### src/rtl/rev_map_pipe.sv
// rev_map_pipe: registered per-lane bit reorder (identity / interleave /
// de-interleave / reverse) between the SERDES parallel path and framing.
// Valid/ready flow control through an output register plus one skid
// register, mode changes that bind at beat acceptance, and an output beat
// counter.
module rev_map_pipe #(
  parameter int LANES  = 4,
  parameter int LANE_W = 8,
  parameter int CNT_W  = 32
) (
  input  logic                      clk,
  input  logic                      rst_n,
  input  logic                      s_valid,
  output logic                      s_ready,
  input  logic [LANES*LANE_W-1:0]   s_data,
  output logic                      m_valid,
  input  logic                      m_ready,
  output logic [LANES*LANE_W-1:0]   m_data,
  input  logic                      cfg_load,
  input  logic [1:0]                cfg_mode,
  output logic [1:0]                mode,
  input  logic                      cnt_clr,
  output logic [CNT_W-1:0]          beat_cnt
);

  localparam int DW = LANES * LANE_W;
  localparam int H  = LANE_W / 2;

  // Interleave pairs bit k with bit k+H, so an odd or sub-2 lane is meaningless.
  if ((LANE_W < 2) || ((LANE_W % 2) != 0)) begin : g_bad_lane_w
    $error("rev_map_pipe: LANE_W must be even and at least 2");
  end

  typedef enum logic [1:0] {
    MODE_IDENT = 2'd0,
    MODE_ILV   = 2'd1,
    MODE_DILV  = 2'd2,
    MODE_REV   = 2'd3
  } mode_e;

  // One lane through the selected bit map.
  function automatic logic [LANE_W-1:0] map_lane(input mode_e m,
                                                 input logic [LANE_W-1:0] lane_in);
    logic [LANE_W-1:0] lane_out;
    lane_out = lane_in;
    case (m)
      MODE_ILV: begin
        for (int k = 0; k < H; k++) begin
          lane_out[LANE_W-1-2*k] = lane_in[k];
          lane_out[LANE_W-2-2*k] = lane_in[k+H];
        end
      end
      MODE_DILV: begin
        for (int k = 0; k < H; k++) begin
          lane_out[k]   = lane_in[LANE_W-1-2*k];
          lane_out[k+H] = lane_in[LANE_W-2-2*k];
        end
      end
      MODE_REV: begin
        for (int j = 0; j < LANE_W; j++) begin
          lane_out[j] = lane_in[LANE_W-1-j];
        end
      end
      default: lane_out = lane_in;
    endcase
    return lane_out;
  endfunction

  // Whole word: every lane mapped independently with the same mode.
  function automatic logic [DW-1:0] map_word(input mode_e m, input logic [DW-1:0] word_in);
    logic [DW-1:0] word_out;
    word_out = '0;
    for (int i = 0; i < LANES; i++) begin
      word_out[i*LANE_W +: LANE_W] = map_lane(m, word_in[i*LANE_W +: LANE_W]);
    end
    return word_out;
  endfunction

  mode_e            mode_q,       mode_d;
  logic             m_valid_q,    m_valid_d;
  logic [DW-1:0]    m_data_q,     m_data_d;
  logic             skid_valid_q, skid_valid_d;
  logic [DW-1:0]    skid_data_q,  skid_data_d;
  logic             s_ready_q,    s_ready_d;
  logic [CNT_W-1:0] beat_cnt_q,   beat_cnt_d;

  logic             accept;
  logic             handshake;
  logic             out_free;
  logic [DW-1:0]    mapped;

  // Handshake qualifiers and the word mapped with the mode active this cycle.
  always_comb begin
    accept    = s_valid & s_ready_q;
    handshake = m_valid_q & m_ready;
    out_free  = ~m_valid_q | m_ready;
    mapped    = map_word(mode_q, s_data);
  end

  // Mode register input: last strobe wins; the accepted beat already used mode_q.
  always_comb begin
    mode_d = mode_q;
    if (cfg_load) begin
      mode_d = mode_e'(cfg_mode);
    end
  end

  // Output register / skid register steering; s_ready tracks next skid state.
  always_comb begin
    // NOTE: every signal gets a default first so no path leaves it unassigned (no latch).
    m_valid_d    = m_valid_q;
    m_data_d     = m_data_q;
    skid_valid_d = skid_valid_q;
    skid_data_d  = skid_data_q;
    if (out_free) begin
      if (skid_valid_q) begin
        // Older beat in skid goes out first; a new beat takes its place.
        m_valid_d    = 1'b1;
        m_data_d     = skid_data_q;
        skid_valid_d = accept;
        if (accept) begin
          skid_data_d = mapped;
        end
      end else begin
        m_valid_d = accept;
        if (accept) begin
          m_data_d = mapped;
        end
      end
    end else if (accept) begin
      // Output stalled: park the beat in skid, output stays stable.
      skid_valid_d = 1'b1;
      skid_data_d  = mapped;
    end
    s_ready_d = ~skid_valid_d;
  end

  // Beat counter: clear wins over a coincident handshake; wraps naturally.
  always_comb begin
    beat_cnt_d = beat_cnt_q;
    if (cnt_clr) begin
      beat_cnt_d = '0;
    end else if (handshake) begin
      beat_cnt_d = beat_cnt_q + CNT_W'(1);
    end
  end

  // State registers; reset discards any in-flight beats immediately.
  always_ff @(posedge clk or negedge rst_n) begin
    if (!rst_n) begin
      // NOTE: data registers are reset too; m_data must read 0 in reset and they are few flops.
      mode_q       <= MODE_IDENT;
      m_valid_q    <= 1'b0;
      m_data_q     <= '0;
      skid_valid_q <= 1'b0;
      skid_data_q  <= '0;
      s_ready_q    <= 1'b0;
      beat_cnt_q   <= '0;
    end else begin
      // NOTE: non-blocking assignments so all registers update from pre-edge values.
      mode_q       <= mode_d;
      m_valid_q    <= m_valid_d;
      m_data_q     <= m_data_d;
      skid_valid_q <= skid_valid_d;
      skid_data_q  <= skid_data_d;
      s_ready_q    <= s_ready_d;
      beat_cnt_q   <= beat_cnt_d;
    end
  end

  assign s_ready  = s_ready_q;
  assign m_valid  = m_valid_q;
  assign m_data   = m_data_q;
  assign mode     = mode_q;
  assign beat_cnt = beat_cnt_q;

endmodule

### config.mk
export PLATFORM = sky130hd
export DESIGN_NAME = rev_map_pipe
export DESIGN_NICKNAME = d
export VERILOG_FILES = /design/src/rtl/rev_map_pipe.sv
export SDC_FILE = /design/constraint.sdc
export NUM_CORES = 1
export LEC_CHECK = 0
export CAP_MARGIN = 20
export CELL_PAD_IN_SITES_DETAIL_PLACEMENT = 0
export CELL_PAD_IN_SITES_GLOBAL_PLACEMENT = 2
export CORE_ASPECT_RATIO = 0.7
export CORE_MARGIN = 10
export CORE_UTILIZATION = 46
export CTS_BUF_LIST = sky130_fd_sc_hd__clkbuf_4 sky130_fd_sc_hd__clkbuf_8
export CTS_CLUSTER_DIAMETER = 120
export CTS_CLUSTER_SIZE = 20
export DETAILED_ROUTE_END_ITERATION = 16
export DONT_BUFFER_PORTS = 1
export PLACE_DENSITY = 0.91
export SYNTH_ARGS = -nofsm -noshare
export SYNTH_HDL_FRONTEND = slang
export SYNTH_SLANG_ARGS = --single-unit
export TNS_END_PERCENT = 50
### constraint.sdc
create_clock -name clk -period 4.16 [get_ports clk]
set_clock_uncertainty 0.05 [all_clocks]
set_input_delay 1.248 -clock clk [delete_from_list [all_inputs] [get_ports clk]]
set_output_delay 1.248 -clock clk [all_outputs]
set_load 0.02 [all_outputs]
* Word-level counts from Yosys, hierarchy flattened *
Index checks and enable logic that the tools add are counted.

cells by class
  add/sub/neg operators = 1
  equal/unequal tests = 4
  muxes and demuxes = 15
  bitwise logic cells = 5
  reductions and logical operators = 3

operators by type and width
  operator               number
  $mux 32                7
  $pmux 8 s3             4
  $add 32x1->32 const B  1
  $eq 2x2->1 const B     2
  $mux 1                 4
  $reduce_bool 2->1      2
  $and 1x1->1            2
  $eq 2x1->1 const B     1
  $ne 2x2->1 const B     1
  $not 1->1              2
  $reduce_and 2->1       1
  $or 1x1->1             1

storage, ports and cells
  register bits after elaboration = 101
  output and inout port bits = 68
  word-level logic and storage cells = 35

* Depth between registers and ports, before layout *
  word-level depth = 5
  gate-level depth with buffers = 7
  depth with buffers taken out = 5

* Worst setup path before layout *
OpenSTA, ideal clock, no wires.

  path kind = input port to flip-flop
  from = input cnt_clr
  to = register beat_cnt_q[29] (netlist: beat_cnt[29])
  library setup time = 125 ps
  arrival time = 2847 ps
  required time = 3985 ps
  path slack = 1138 ps
  stages on the path = 6
  path through = clkbuf_1 > a21oi_1 > or4b_4 > buf_6 > nor4_1 > mux2_2

on the way
  longest elaborated chain between the ends = 1
  elaborated cells on any way between the ends = 2
  those cells by class = mux (1); reduce/logical (1)

RTL lines
  item                                                 RTL line  text
  from (decl)                                          22        input logic cnt_clr,
  $mux 32 / $reduce_bool 2->1 (equally long branches)  --
  to (signal assigned)                                 167       beat_cnt_q <= beat_cnt_d;
  to (decl)                                            85        logic [CNT_W-1:0] beat_cnt_q, beat_cnt_d;

Several ways; a longest one is shown, not always the timed one.
A chain may end at the register's enable or synchronous reset.

* Final worst setup path *
  from = input m_ready
  to = register beat_cnt_q[31] (netlist: beat_cnt[31])

on the way
  longest elaborated chain between the ends = 2

RTL lines
  item                                RTL line  text
  from (decl)                         17        input logic m_ready,
  $and 1x1->1                         95        handshake = m_valid_q & m_ready;
  $reduce_bool 2->1 (no source line)  --

No other way between the ends.

==> metrics.txt <==
worst rel slew slack between 30% and 40%; post-route cell area ~5500 sq um; Final Slew Violations 0; PnR Total Power between 0.003 and 0.004 W; Util after Layout 49.77%; PwrDens roughly 600 nW/um^2; Final Cycle Share 64.99%; Max FO, Critical Path 16; GRT Overall Usage between 10% and 20%; first-pass GRT wire length approximately 20000 um; Final Setup Violations 0; register area share after synthesis around 48%; number of port buffers 0; power share of the clock group between 10% and 20%; I/O Pins 108; uppermost layer routed met4; Worst R2R Path Depth 4; CP endpoint kind flop; worst min path class flop to flop; mapped cell area ~5200 sq um; commonest non-fill, non-tap cell in the layout dfrtp_1; FF+latch area 2529 sq um; wire per inst 20.74 um; # clock sinks around 100; Period minus WS final roughly 2700 ps; drt drc 0; clk_lat worst skew between 300 and 400 ps; Num CTS Buffers 9; TritonCTS clock tree done; Hold Vio Cnt, Final 0; met2 routed WL between 5000 and 6000 um; Logic pwr share about 25%; initial DRC count roughly 220; Die W 147.4 um; CP delay by family, top simple AND/OR/NAND/NOR gates; layout cell share with drive strength beyond 1 around a fifth; H-tree depth 3; post-route setup TNS 0 ps; met3 wire len 1022 um; asr flop ratio synth 100.0%; register bit total from synthesis approximately 100; fmax 0.3699 GHz; sw frac between 30% and 40%; hold_buf cts 0; routed vias/inst between 5 and 6; Worst-path clk slew 100 ps; Critical Path RT 4360 ps; die area 16090 sq um; cts repair resizes 0; outcome finished clean; vias about 3600; setup repair bufs after CTS 0; Post-synth EDFFs 0; Nets around 490; crit path DAT 2910 ps; Total Wirelength 12490 um; Vert. Die Dim 109.2 um; crit path cell chain nand2_1 -> or4_4 -> nor4_1 -> mux2_2; clock root buffer clkbuf_8; Syn Area/Cell roughly 11 sq um; core area between 10000 and 15000 sq um; peak supply drop ~0.34 mV; Cell Rows 32; Starting Density between 40% and 50%; CP max stage delay roughly 700 ps; total grt overflow 0; largest net degree at the start of global routing 102; Final WS setup 1456 ps; critical path depth 4; RSZ-0062 raised after global routing false; Yosys Warn Count 0; vias in the first global route 3536; area of the multi-input gates around 2600 sq um; synthesized net count 499; internal power just under 0.002 W; max_cap viols 0; # diodes 0; Max clock buf depth 2; M1 WL between 5000 and 6000 um; Filler cells between 1000 and 1500; NetSw roughly 0.0013 W; slowest stage cell, crit path or4_4; P&R area growth vs syn 5.243%; Post-DP Area 5319 sq um; part of the power in registers between 50% and 60%; initial antenna violation count 0; post-route ant nets 0; DP HPWL 8932 um; cell count of the worst hold path 2; TritonRoute pass-1 iters 4; Synth Instances 458; Worst Setup Start Kind primary input; Yosys cell types 37; GP Congestion roughly 0.8; top_reg_cell synth dfrtp_1; leakage power total between 2 and 2.5 nW; pin slew with the least headroom to its limit approximately 1000 ps; WP buf/inv 0; most frequent cells in the layout dfrtp_1, nand2_1, o21ai_0; CP Class primary input to flop; dpl ws roughly 1100 ps
==> worst paths after layout <==
check                                            startpoint                          end  slack (ps)
worst max-delay path                                m_ready     beat_cnt[31]$_DFFE_PN0P_        1460
worst min-delay path            skid_data_q[23]$_DFFE_PN0P_  skid_data_q[23]$_DFFE_PN0P_         440
worst max register to register          m_valid$_DFFE_PN0N_     beat_cnt[31]$_DFFE_PN0P_        1700
worst min register to register  skid_data_q[23]$_DFFE_PN0P_  skid_data_q[23]$_DFFE_PN0P_         440
max in group asynchronous                             rst_n       m_data[12]$_DFFE_PN0P_        3410
min in group asynchronous                             rst_n     beat_cnt[10]$_DFFE_PN0P_         510
==> cells by family after synthesis <==
logic type / share of synthesized area, %
AND/OR/NAND/NOR: 14.10
flip-flops: 48.36
multiplexers: 24.44
AO/OA/AOI/OAI: 8.403
buffers and inverters: 2.777
XOR/XNOR: 1.676
adder cells (fa/ha/maj): 0.2394
==> worst min-delay path, delay by kind of cell, from the launching register on <==
kind,cells,cell delay (ps)
AO/OA/AOI/OAI,1,60
AND/OR/NAND/NOR,1,50
flip-flops,1,360
==> per-stage QoR <==
| step | hold slack, ps | cells |
|---|---|---|
| after floorplan | 400.2 | 458 |
| after global placement | 412.7 | 586 |
| after detailed placement | 420.3 | 586 |
| after CTS | 444.3 | 602 |
| after global routing | 471.5 | 602 |
| final | 439.3 | 602 |
==> cells in the mapped netlist, types with 2 or more instances <==
library cell	n	area (sq um)
a21oi_1	20	100.1
and2_1	6	37.54
and3_1	6	37.54
and4_1	4	35.03
buf_1	5	18.77
buf_2	5	25.02
buf_6	2	22.52
clkbuf_1	17	63.81
dfrtp_1	101	2527
inv_1	4	15.01
mux2_2	37	416.7
mux2i_1	32	320.3
mux4_2	24	540.5
nand2_1	54	202.7
nand3_1	12	60.06
nand4_1	10	62.56
nor2_1	15	56.30
nor2b_1	4	25.02
nor3_1	2	10.01
nor4_1	5	31.28
o21ai_0	46	230.2
o31ai_1	11	82.58
or3_2	4	30.03
or4_1	11	82.58
xnor2_1	5	43.79
xor2_1	5	43.79
==> state kept, by name, indices dropped and copies added (netlist names) <==
name and count:
m_valid 1, m_data 32, mode 2, s_ready 1, skid_valid_q 1, beat_cnt 32, skid_data_q 32
==> power by group through the flow <==
stage          combinational (W)  sequential [W]  clock, W
2_1_floorplan           0.000778         0.00169         0
3_5_place_dp            0.000835         0.00187         0
4_1_cts                 0.000837         0.00185  0.000607
3_3_place_gp            0.000789         0.00185         0
5_1_grt                 0.000933         0.00190  0.000640
6_report                0.000819         0.00184  0.000583
==> metal layers <==
layer / up-vias / global-route usage (%)
met5: - / 0
met4: 0 / 3.456
met3: 10 / 6.167
met2: 105 / 23.20
met1: 1815 / 20.91
li1: 1665 / -
==> final cells by class <==
| type | instances | share of cell area (%) |
|---|---|---|
| clock buffer | 9 | 2.252 |
| clock inverter | 7 | 1.046 |
| inverter | 4 | 0.2730 |
| multi-input combinational | 324 | 46.43 |
| sequential | 101 | 45.97 |
| tap | 153 | 3.480 |
| timing repair buffer | 4 | 0.5460 |
No activity file was read; power rests on OpenSTA's default activity.
